==> src/rtl/conv_pkg.sv <==
// Shared types and helpers for the convolution/pooling engine.
package conv_pkg;

    typedef enum logic [2:0] {
        IDLE,
        LEARN,
        FETCH,
        LATCH,
        RUN
    } state_t;

    // Width used to hand a dot product of any supported size to relu_sat.
    localparam int REF_W = 64;

    function automatic int dot_width(input int pix_w, input int taps);
        return 2 * pix_w + $clog2(taps) + 1;
    endfunction

    function automatic logic [31:0] relu_sat(input logic signed [REF_W-1:0] dot,
                                             input int pix_w);
        logic signed [REF_W-1:0] top;
        top = (64'sd1 <<< pix_w) - 64'sd1;
        if (dot[REF_W-1])
            return '0;
        if (dot > top)
            return 32'(top);
        return 32'(dot);
    endfunction

endpackage

==> src/rtl/conv_dot.sv <==
// One kernel's dot product: unsigned pixels times signed weights, full precision.
module conv_dot
    import conv_pkg::*;
#(
    parameter int TAPS  = 4,
    parameter int PIX_W = 8,
    parameter int DOT_W = dot_width(PIX_W, TAPS)
) (
    input  logic [TAPS*PIX_W-1:0]    pixels,
    input  logic [TAPS*PIX_W-1:0]    weights,
    output logic signed [DOT_W-1:0]  dot
);

    logic signed [DOT_W-1:0] term [TAPS];

    for (genvar t = 0; t < TAPS; t++) begin : g_tap
        logic signed [PIX_W:0]   px;
        logic signed [PIX_W-1:0] w;
        assign px      = signed'({1'b0, pixels[t*PIX_W +: PIX_W]});
        assign w       = signed'(weights[t*PIX_W +: PIX_W]);
        assign term[t] = DOT_W'(px) * DOT_W'(w);
    end

    always_comb begin
        dot = '0;
        for (int t = 0; t < TAPS; t++)
            dot = dot + term[t];
    end

endmodule

==> src/rtl/conv_pool_engine.sv <==
// Kernel SRAM loader, weight fetch and streaming conv -> ReLU/saturate -> max-pool.
//   state | meaning
//   IDLE  | waiting for learn or classify
//   LEARN | each accepted beat writes one word per kernel at wr_ptr
//   FETCH | read cycle at cfg_addr
//   LATCH | capture SRAM read data into weights
//   RUN   | accept pixel windows, pool, emit results
module conv_pool_engine
    import conv_pkg::*;
#(
    parameter int NUM_KERNELS = 2,
    parameter int TAPS        = 4,
    parameter int PIX_W       = 8,
    parameter int ADDR_W      = 5,
    parameter int POOL_WIN    = 4
) (
    input  logic                                clk,
    input  logic                                rst,
    input  logic                                learn,
    input  logic                                classify,
    input  logic [ADDR_W-1:0]                   cfg_addr,
    input  logic [NUM_KERNELS*TAPS*PIX_W-1:0]   kr_wdata,
    input  logic                                pix_valid,
    output logic                                pix_ready,
    input  logic [TAPS*PIX_W-1:0]               pixels,
    output logic [ADDR_W-1:0]                   kmem_addr,
    output logic [NUM_KERNELS-1:0]              kmem_csb,
    output logic [NUM_KERNELS-1:0]              kmem_web,
    output logic [NUM_KERNELS-1:0]              kmem_oeb,
    output logic [NUM_KERNELS*TAPS*PIX_W-1:0]   kmem_wdata,
    input  logic [NUM_KERNELS*TAPS*PIX_W-1:0]   kmem_rdata,
    output logic                                res_valid,
    input  logic                                res_ready,
    output logic [NUM_KERNELS*PIX_W-1:0]        result
);

    localparam int WORD_W = TAPS * PIX_W;
    localparam int DOT_W  = dot_width(PIX_W, TAPS);
    localparam int CNT_W  = (POOL_WIN > 1) ? $clog2(POOL_WIN) : 1;
    localparam logic [CNT_W-1:0] CNT_LAST = CNT_W'(POOL_WIN - 1);

    state_t                  state;
    logic [ADDR_W-1:0]       wr_ptr;
    logic [CNT_W-1:0]        pool_cnt;
    logic [PIX_W-1:0]        pool_max  [NUM_KERNELS];
    logic [WORD_W-1:0]       weights   [NUM_KERNELS];
    logic signed [DOT_W-1:0] dot       [NUM_KERNELS];
    logic [PIX_W-1:0]        relu      [NUM_KERNELS];
    logic [PIX_W-1:0]        pool_next [NUM_KERNELS];
    logic                    beat;
    logic                    pool_last;

    for (genvar k = 0; k < NUM_KERNELS; k++) begin : g_kernel
        conv_dot #(
            .TAPS  (TAPS),
            .PIX_W (PIX_W),
            .DOT_W (DOT_W)
        ) u_dot (
            .pixels  (pixels),
            .weights (weights[k]),
            .dot     (dot[k])
        );
        assign relu[k]      = PIX_W'(relu_sat(REF_W'(dot[k]), PIX_W));
        assign pool_next[k] = (relu[k] > pool_max[k]) ? relu[k] : pool_max[k];
    end

    // Stall only when this beat would complete a pool while the previous result is still held.
    always_comb begin
        pix_ready = 1'b0;
        case (state)
            LEARN:   pix_ready = 1'b1;
            RUN:     pix_ready = !((pool_cnt == CNT_LAST) && res_valid && !res_ready);
            default: pix_ready = 1'b0;
        endcase
    end

    assign beat      = pix_valid & pix_ready;
    assign pool_last = (pool_cnt == CNT_LAST);

    always_comb begin
        kmem_csb   = '1;
        kmem_web   = '1;
        kmem_oeb   = '1;
        kmem_addr  = '0;
        kmem_wdata = '0;
        case (state)
            LEARN: begin
                kmem_addr = wr_ptr;
                if (beat) begin
                    kmem_csb   = '0;
                    kmem_web   = '0;
                    kmem_wdata = kr_wdata;
                end
            end
            FETCH: begin
                kmem_csb  = '0;
                kmem_oeb  = '0;
                kmem_addr = cfg_addr;
            end
            default: ;
        endcase
    end

    always_ff @(posedge clk or negedge rst) begin
        if (!rst) begin
            state     <= IDLE;
            wr_ptr    <= '0;
            pool_cnt  <= '0;
            res_valid <= 1'b0;
            result    <= '0;
            for (int k = 0; k < NUM_KERNELS; k++) begin
                pool_max[k] <= '0;
                weights[k]  <= '0;
            end
        end else begin
            if (res_valid && res_ready)
                res_valid <= 1'b0;
            case (state)
                IDLE: begin
                    if (learn) begin
                        state  <= LEARN;
                        wr_ptr <= '0;
                    end else if (classify) begin
                        state <= FETCH;
                    end
                end
                LEARN: begin
                    if (beat)
                        wr_ptr <= wr_ptr + 1'b1;
                    if (!learn)
                        state <= IDLE;
                end
                FETCH: state <= LATCH;
                LATCH: begin
                    for (int k = 0; k < NUM_KERNELS; k++)
                        weights[k] <= kmem_rdata[k*WORD_W +: WORD_W];
                    state <= RUN;
                end
                RUN: begin
                    if (!classify) begin
                        state    <= IDLE;
                        pool_cnt <= '0;
                        for (int k = 0; k < NUM_KERNELS; k++)
                            pool_max[k] <= '0;
                    end else if (beat) begin
                        if (pool_last) begin
                            pool_cnt  <= '0;
                            res_valid <= 1'b1;
                            for (int k = 0; k < NUM_KERNELS; k++) begin
                                result[k*PIX_W +: PIX_W] <= pool_next[k];
                                pool_max[k]              <= '0;
                            end
                        end else begin
                            pool_cnt <= pool_cnt + 1'b1;
                            for (int k = 0; k < NUM_KERNELS; k++)
                                pool_max[k] <= pool_next[k];
                        end
                    end
                end
                default: state <= IDLE;
            endcase
        end
    end

endmodule

==> config.mk <==
export PLATFORM = sky130hd
export DESIGN_NAME = conv_pool_engine
export DESIGN_NICKNAME = d
export VERILOG_FILES = /design/src/rtl/conv_pkg.sv /design/src/rtl/conv_dot.sv /design/src/rtl/conv_pool_engine.sv
export SDC_FILE = /design/constraint.sdc
export NUM_CORES = 1
export LEC_CHECK = 0
export BUFFER_PORTS_ARGS = -buffer_cell sky130_fd_sc_hd__buf_2
export CAP_MARGIN = 20
export CORE_MARGIN = 5
export CORE_UTILIZATION = 40
export CTS_CLUSTER_DIAMETER = 150
export DETAILED_ROUTE_END_ITERATION = 8
export SETUP_SLACK_MARGIN = 0.4
export SLEW_MARGIN = 20
export SYNTH_ARGS = -nofsm -noshare
export SYNTH_HDL_FRONTEND = slang
export SYNTH_SLANG_ARGS = --single-unit
==> constraint.sdc <==
create_clock -name clk -period 24.2 [get_ports clk]
set_clock_uncertainty 0.15 [all_clocks]
set_input_delay 4.84 -clock clk [delete_from_list [all_inputs] [get_ports clk]]
set_output_delay 4.84 -clock clk [all_outputs]
set_load 0.03 [all_outputs]
==> results of run 1 <==
layer usage:
| layer | vias to the layer above | routed length (um) | GRT usage |
|---|---|---|---|
| li1 | 9620 | - | - |
| met1 | 9603 | 32310 | 0.2811 |
| met2 | 375 | 30520 | 0.3072 |
| met3 | 48 | 3310 | 0.03243 |
| met4 | 0 | 1133 | 0.03595 |
| met5 | - | 0 | 0 |
final cells by class:
cell class,count,area share
Clock buffer,9,0.007766
Sequential cell,107,0.09232
Tap cell,864,0.03728
Clock inverter,7,0.003063
Antenna cell,1,0.00008628
Multi-Input combinational cell,2126,0.7299
Inverter,639,0.08270
Timing Repair Buffer,268,0.04690
state kept, by name, indices dropped and copies added, names as in the netlist:
register and flops:
res_valid 1, result 16, state 3, pool_max 16, wr_ptr 5, pool_cnt 2, weights 64
logic make-up after synthesis:
| family | Yosys count |
|---|---|
| XOR/XNOR | 99 |
| adder cells (fa/ha/maj) | 794 |
| flip-flops | 107 |
| AO/OA/AOI/OAI | 282 |
| buffers and inverters | 709 |
| AND/OR/NAND/NOR | 878 |
| multiplexers | 73 |
metrics by stage:
stage            util  hold slack (ns)  instance area, sq um  instances
6_report       0.4411           0.3358                 29000       4021
5_1_grt        0.4411           0.3656                 29000       4021
4_1_cts        0.4410           0.3424                 29000       4020
3_5_place_dp   0.4362           0.3228                 28680       4004
3_3_place_gp   0.4362           0.3205                 28680       4004
2_1_floorplan       -           0.2998                 26520       2942
critical path, delay by kind of cell:
| family | cells | cell delay [ns] |
|---|---|---|
| adder cells (fa/ha/maj) | 12 | 4.64 |
| AO/OA/AOI/OAI | 12 | 2.92 |
| AND/OR/NAND/NOR | 11 | 2.52 |
| buffers and inverters | 9 | 0.61 |
| XOR/XNOR | 1 | 0.16 |
how the worst min path moves through the flow:
stage          cells after the start                       to  slack [ns]               startpoint
5_1_grt                            1  pool_cnt[0]$_DFFE_PN0P_        0.37  pool_cnt[0]$_DFFE_PN0P_
3_5_place_dp                       1  pool_cnt[0]$_DFFE_PN0P_        0.32  pool_cnt[0]$_DFFE_PN0P_
2_1_floorplan                      2  pool_max[5]$_DFFE_PN0P_        0.30  pool_max[5]$_DFFE_PN0P_
3_3_place_gp                       2  pool_max[5]$_DFFE_PN0P_        0.32  pool_max[5]$_DFFE_PN0P_
6_report                           1  pool_cnt[0]$_DFFE_PN0P_        0.34  pool_cnt[0]$_DFFE_PN0P_
4_1_cts                            1  pool_cnt[0]$_DFFE_PN0P_        0.34  pool_cnt[0]$_DFFE_PN0P_
placed cells by master (no fill, tap or decap), types with 24 or more instances in the layout:
cell	instances
inv_1	639
and2_1	408
ha_1	406
fa_1	388
buf_2	262
nand2_1	172
nor2_1	124
dfrtp_1	107
a21oi_1	70
mux2_2	67
xnor2_1	60
o21ai_0	52
xor2_1	38
nand2b_1	33
nand3_1	33
nor3_1	24
==> metrics.csv, run 1 <==
metric;value;unit
status;completed;
antenna_found_initial;1;
drv_cap;0;
synthArstFlopShare;1.000;
synth_edf_count;0;
slowest_stage;fa_1;
min_path_type;reg2reg;
ys_seq_area_frac;0.1010;
finalSetupTns;0;ns
clk_pin_slew_worst_paths;0.09;ns
port_buffers;263;
drc;0;
yosys-top-cells-area;fa_1 29%, ha_1 19%, dfrtp_1 10%;
synth-main-ff-cell;dfrtp_1;
cts_tree;built;
synth_compound_area_frac;0.07167;
worstSetupPathType;in2reg;
clock_tree.root_cell;clkbuf_16;
fin_crit_sh;0.6412;
row_count;94;
clock_sinks;107;
dp_hpwl;56670;um
wl_per_cell;16.73;um
ant_nets;0;
hold_violations;0;
track_usage;0.1929;
cp_data_arrival_time;15.66;ns
core_area;0.06575;sq mm
layout-drive-gt1-share;0.1176;
r2r_end;result[0]$_DFFE_PN0P_;
slew_headroom;0.3490;
rrSetupSlack;12.78;ns
syn_area;0.02652;sq mm
overflow;0;
die_area;0.07155;sq mm
grt_max_degree;69;
synth_warnings;0;
viasPerCell;4.886;
multiInputGateArea;0.02117;sq mm
dr_total_vias;19650;
ios;264;
worstPathMaxFanout;16;
max_stage_delay;0.53;ns
cp.required;24.34;ns
seqCellArea;0.002678;sq mm
synth_common_cells;639 x inv_1, 408 x and2_1, 406 x ha_1, 388 x fa_1, 173 x nand2_1;
syn2layout_area_growth;9.361;%
drt-initial-drc-count;937;
grt_pass1_wl;110900;um
synth_cell_type_count;66;
cts_hold_buf;0;
fp.dieH;267.5;um
first_pass_iters;5;
worst_pin_slew;0.9741;ns
grt_pass1_vias;20530;
cts_buffer_depth;2;
setup_ws;8.683;ns
cp-start-kind;input pin;
syn-num-nets;3907;
ys_seq_elements;107;
grt_setup_unrepaired;false;
synth-simple-area-share;0.1779;
crit_path_end;result[0]$_DFFE_PN0P_;
dp_slack;8.303;ns
place.gp.congestion;0.8844;
cts_made_buffers;9;
htreeDepth;3;
clk_latency;0.41;ns
setup_viol;0;
startpoint;pixels[12];
ctsResizeCount;0;
netlist.area_leader.share;0.2929;
r2r.worst_path.cells;41;
synthMuxAreaShare;0.03071;
cts_setup_buffers;0;
synthCells;2942;
nFillCells;6515;
initial_core_util;0.4034;
min_period;15.52;ns
synth_top_family_by_area;adder cells;
wirelength;67270;um
synth_most_common_cell;inv_1;
critPathCaptureType;flip-flop;
synth-adder-area-share;0.4845;
path_common_cell;inv_1;
yosys.area.top_type;fa_1;
fmax;64.44;MHz
chipWidth;267.5;um
synth-xor-area-share;0.03322;
nNetsFinal;4116;
rr_startpoint;weights[47]$_DFFE_PN0P_;
synth.avg_cell_area;9.014;sq um
drv_slew;0;
Power of run 1 is left out: the tool's default activity adds up to more than one toggle a clock period on the data nets, which glitch-free logic cannot reach.
==> run 2, diff against run 1 <==
==> constraint.sdc (replaced) <==
create_clock -name clk -period 14.3 [get_ports clk]
set_clock_uncertainty 0.15 [all_clocks]
set_input_delay 2.86 -clock clk [delete_from_list [all_inputs] [get_ports clk]]
set_output_delay 2.86 -clock clk [all_outputs]
set_load 0.03 [all_outputs]
==> run 2 against run 1 <==
Effect of this change:
- cell area grew 0.31%
- register-to-register slack lost 9.5 ns
- flip-flop and latch count is the same
- critical path depth grew 1
- worst setup slack lost 7.5 ns
- utilization grew 0.14 points
- sequential share of layout area is essentially flat
==> metrics.csv, run 2 (synthesized netlist as in run 1, its figures left out) <==
metric;value;unit
viasPerCell;4.919;
fmax;76.08;MHz
drv_slew;0;
place.gp.congestion;0.8680;
status;completed;
r2r.worst_path.cells;42;
multiInputGateArea;0.02117;sq mm
rrSetupSlack;3.26;ns
chipWidth;267.5;um
ant_nets;0;
nNetsFinal;4124;
seqCellArea;0.002678;sq mm
largest_register_ffs;64;
slowest_stage;fa_1;
top_register;weights;
worstPathMaxFanout;16;
antenna_found_initial;1;
dp_cells;4011;
drc;0;
clock_sinks;107;
rr_startpoint;weights[47]$_DFFE_PN0P_;
htreeDepth;3;
dr_total_vias;19820;
clk_pin_slew_worst_paths;0.10;ns
cts_tree;built;
cts_hold_buf;0;
hold_ws;0.3459;ns
grt_setup_unrepaired;false;
cts_made_buffers;9;
cp_data_arrival_time;13.35;ns
path_common_cell;inv_1;
worstSetupPathType;in2reg;
critPathTopFamily;adder cells;
whs_path_depth;1;
drt-initial-drc-count;1272;
critPathBufInv;10;
wirelength;67160;um
first_pass_iters;5;
die_area;0.07155;sq mm
hold_violations;0;
top_regs;weights (64), pool_max (16), result (16);
min_period;13.14;ns
clock_tree.root_cell;clkbuf_16;
dp_hpwl;56560;um
cp-start-kind;input pin;
fp.dieH;267.5;um
row_count;94;
layout-drive-gt1-share;0.1201;
initial_core_util;0.4034;
worstHoldStart;pool_cnt[0]$_DFFE_PN0P_;
nFillCells;6556;
grt_pass1_wl;110400;um
grt_pass1_vias;20490;
max_stage_delay;0.53;ns
r2r_end;result[1]$_DFFE_PN0P_;
ios;264;
critPathCaptureType;flip-flop;
slew_headroom;0.3892;
final_util;0.4425;
final_cell_mix;639 x inv_1, 408 x and2_1, 406 x ha_1;
hold_end;pool_cnt[0]$_DFFE_PN0P_;
finalSetupTns;0;ns
instances_no_fill;4029;
setup_viol;0;
clk_latency;0.42;ns
fin_crit_sh;0.9192;
syn2layout_area_growth;9.701;%
worst_pin_slew;0.9140;ns
grt_max_degree;71;
cp.required;14.50;ns
drv_cap;0;
port_buffers;263;
overflow;0;
final_common_cell;inv_1;
wl_per_cell;16.67;um
min_path_type;reg2reg;
path_depth;46;
cts_buffer_depth;2;
core_area;0.06575;sq mm
track_usage;0.1921;
[run 2: cell type report]
| cell class | count | area share |
|---|---|---|
| clock inverters | 7 | 0.003398 |
| flip-flops and latches | 107 | 0.09204 |
| repair buffers | 276 | 0.04937 |
| well taps | 864 | 0.03716 |
| inverters | 639 | 0.08245 |
| clock buffers | 9 | 0.007742 |
| multi-input cells | 2126 | 0.7278 |
| diodes | 1 | 0.00008602 |
[run 2: worst reg2reg max path, delay by kind of cell (launching register included)]
family          cells  cell delay [ns]
fa+ha+maj          11             4.84
xor+xnor            1             0.17
flops               1             0.54
simple gates       10             2.35
compound gates     11             2.15
buf+inv             9             0.79
[run 2: layer usage]
layer / part of all wire / routed length (um) / vias to the layer above / track usage
met3: 0.051 / 3425 / 58 / 0.03482
met4: 0.017 / 1160 / 0 / 0.03126
met2: 0.46 / 30830 / 415 / 0.3084
met5: 0 / 0 / - / 0
li1: - / - / 9638 / -
met1: 0.47 / 31740 / 9708 / 0.2779
[run 2: timing repair]
item | CTS | global route
setup buffers | 0 | 0
endpoints found under the setup margin | 0 | 1
gates resized for setup | 0 | 1
[run 2: worst max-delay path by stage]
stage	startpoint	slack (ns)	to
4_1_cts	pixels[12]	1.17	result[1]$_DFFE_PN0P_
3_3_place_gp	pixels[12]	0.76	result[1]$_DFFE_PN0P_
2_1_floorplan	pixels[15]	1.55	result[0]$_DFFE_PN0P_
5_1_grt	pixels[12]	0.52	result[1]$_DFFE_PN0P_
3_5_place_dp	pixels[12]	0.74	result[1]$_DFFE_PN0P_
6_report	pixels[12]	1.16	result[1]$_DFFE_PN0P_
[run 2: per-stage QoR]
stage	instance area [sq um]	setup WS [ns]
2_1_floorplan	26520	1.547
3_3_place_gp	28730	0.7612
3_5_place_dp	28730	0.7436
4_1_cts	29060	1.171
5_1_grt	29090	0.5213
6_report	29090	1.155
Power of run 2 is left out for the same reason.
==> run 3, diff against run 2 <==
--- a/config.mk
+++ b/config.mk
@@ -8,7 +8,7 @@
 export BUFFER_PORTS_ARGS = -buffer_cell sky130_fd_sc_hd__buf_2
 export CAP_MARGIN = 20
 export CORE_MARGIN = 5
-export CORE_UTILIZATION = 40
+export CORE_UTILIZATION = 25
 export CTS_CLUSTER_DIAMETER = 150
 export DETAILED_ROUTE_END_ITERATION = 8
 export SETUP_SLACK_MARGIN = 0.4
==> run 3 against run 2 <==
Effect of this change:
- hold slack lost 0.0090 ns
- non-clock buffer count is the same
- maximum frequency shrank 0.95%
- register-to-register slack lost 0.13 ns
- via count grew 0.61%
- count of clock-buffer cells in the layout is the same
- sequential share of layout area shrank 0.20 points
- critical endpoint is now result[5]$_DFFE_PN0P_
==> metrics.csv, run 3 (synthesized netlist as in run 1, its figures left out) <==
metric;value;unit
status;completed;
cp_data_arrival_time;13.48;ns
drc;0;
clock_tree.root_cell;clkbuf_16;
dp_cells;4539;
grt_max_degree;71;
fin_crit_sh;0.9281;
ctsResizeCount;0;
hold_violations;0;
ios;264;
grt_setup_unrepaired;false;
grt_pass1_wl;114900;um
slew_headroom;0.2464;
clock_sinks;107;
htreeDepth;3;
max_stage_delay;0.53;ns
worstSetupPathType;in2reg;
drt-initial-drc-count;954;
cts_hold_buf;0;
dp_hpwl;60430;um
cts_made_buffers;9;
chipWidth;335.7;um
row_count;119;
min_path_type;reg2reg;
track_usage;0.1274;
wl_per_cell;15.51;um
fp.dieH;335.7;um
path_common_cell;inv_1;
r2r.worst_path.cells;41;
drv_cap;0;
cts_buffer_depth;2;
largest_register_ffs;64;
grt_pass1_vias;20700;
finalSetupTns;0;ns
clk_pin_slew_worst_paths;0.09;ns
fmax;75.35;MHz
nFillCells;11210;
min_period;13.27;ns
ant_nets;0;
cts_tree;built;
drv_slew;0;
rrSetupSlack;3.13;ns
slowest_stage;fa_1;
top_regs;weights (64), pool_max (16), result (16);
syn2layout_area_growth;12.13;%
whs_path_depth;2;
final_common_cell;inv_1;
critPathCaptureType;flip-flop;
die_area;0.1127;sq mm
worstPathMaxFanout;16;
core_area;0.1053;sq mm
initial_core_util;0.2519;
cp.required;14.51;ns
viasPerCell;4.369;
instances_no_fill;4564;
port_buffers;263;
antenna_found_initial;17;
nNetsFinal;4124;
first_pass_iters;5;
cts_setup_buffers;0;
clk_latency;0.41;ns
dr_total_vias;19940;
top_register;weights;
layout-drive-gt1-share;0.1201;
overflow;0;
setup_viol;0;
cp-start-kind;input pin;
wirelength;70800;um
place.gp.congestion;0.8370;
worst_pin_slew;1.130;ns
final_cell_mix;639 x inv_1, 408 x and2_1, 406 x ha_1;
-- run 3: changes by cell type in the layout (fill, tap and decap cells not counted) --
cell     change
and3_2       +1
a21oi_1      +1
diode_2      +8
buf_4        +1
a21oi_2      -1
and3_1       -1
inv_6        +1
inv_12       -2
buf_16       -1
inv_8        +1
-- run 3: cell type report --
cell class                 count  area, sq um  share of cell area
multi-input combinational   2126        21170              0.7119
sequential                   107         2678             0.09004
inverter                     639         2399             0.08066
tap                         1391         1740             0.05853
timing repair buffer         276         1416             0.04763
clock buffer                   9        225.2            0.007574
clock inverter                 7        86.33            0.002903
antenna                        9        22.52           0.0007574
-- run 3: critical path: cells and delay by family --
kind	cells	cell delay [ns]
simple gates	11	2.80
xor+xnor	1	0.13
buf+inv	10	0.76
compound gates	11	2.32
fa+ha+maj	12	4.62
-- run 3: final timing paths --
| check | start | endpoint |
|---|---|---|
| worst max register to register | weights[47]$_DFFE_PN0P_ | result[5]$_DFFE_PN0P_ |
| worst max-delay path | pixels[12] | result[5]$_DFFE_PN0P_ |
| worst min register to register | pool_max[6]$_DFFE_PN0P_ | pool_max[6]$_DFFE_PN0P_ |
| min in group asynchronous | rst | weights[39]$_DFFE_PN0P_ |
| max in group asynchronous | rst | weights[49]$_DFFE_PN0P_ |
| worst min-delay path | pool_max[6]$_DFFE_PN0P_ | pool_max[6]$_DFFE_PN0P_ |
-- run 3: per-stage QoR --
| step | setup WS, ns | cell area (sq um) | hold WS, ns | utilization |
|---|---|---|---|---|
| finish | 1.029 | 29740 | 0.3369 | 0.2825 |
| global route | 0.5577 | 29720 | 0.3771 | 0.2823 |
| CTS | 1.053 | 29710 | 0.3406 | 0.2823 |
| detailed placement | 0.6424 | 29400 | 0.3220 | 0.2793 |
| global placement | 0.7422 | 29400 | 0.3170 | 0.2793 |
| floorplan | 1.547 | 26520 | 0.2998 | - |
-- run 3: per-layer routing --
metal  part of all wire  global-route usage
met5             0.0012                   0
met4              0.011             0.02027
met3              0.070             0.03030
met2               0.42              0.1886
met1               0.50              0.1911
Power of run 3 is left out for the same reason.
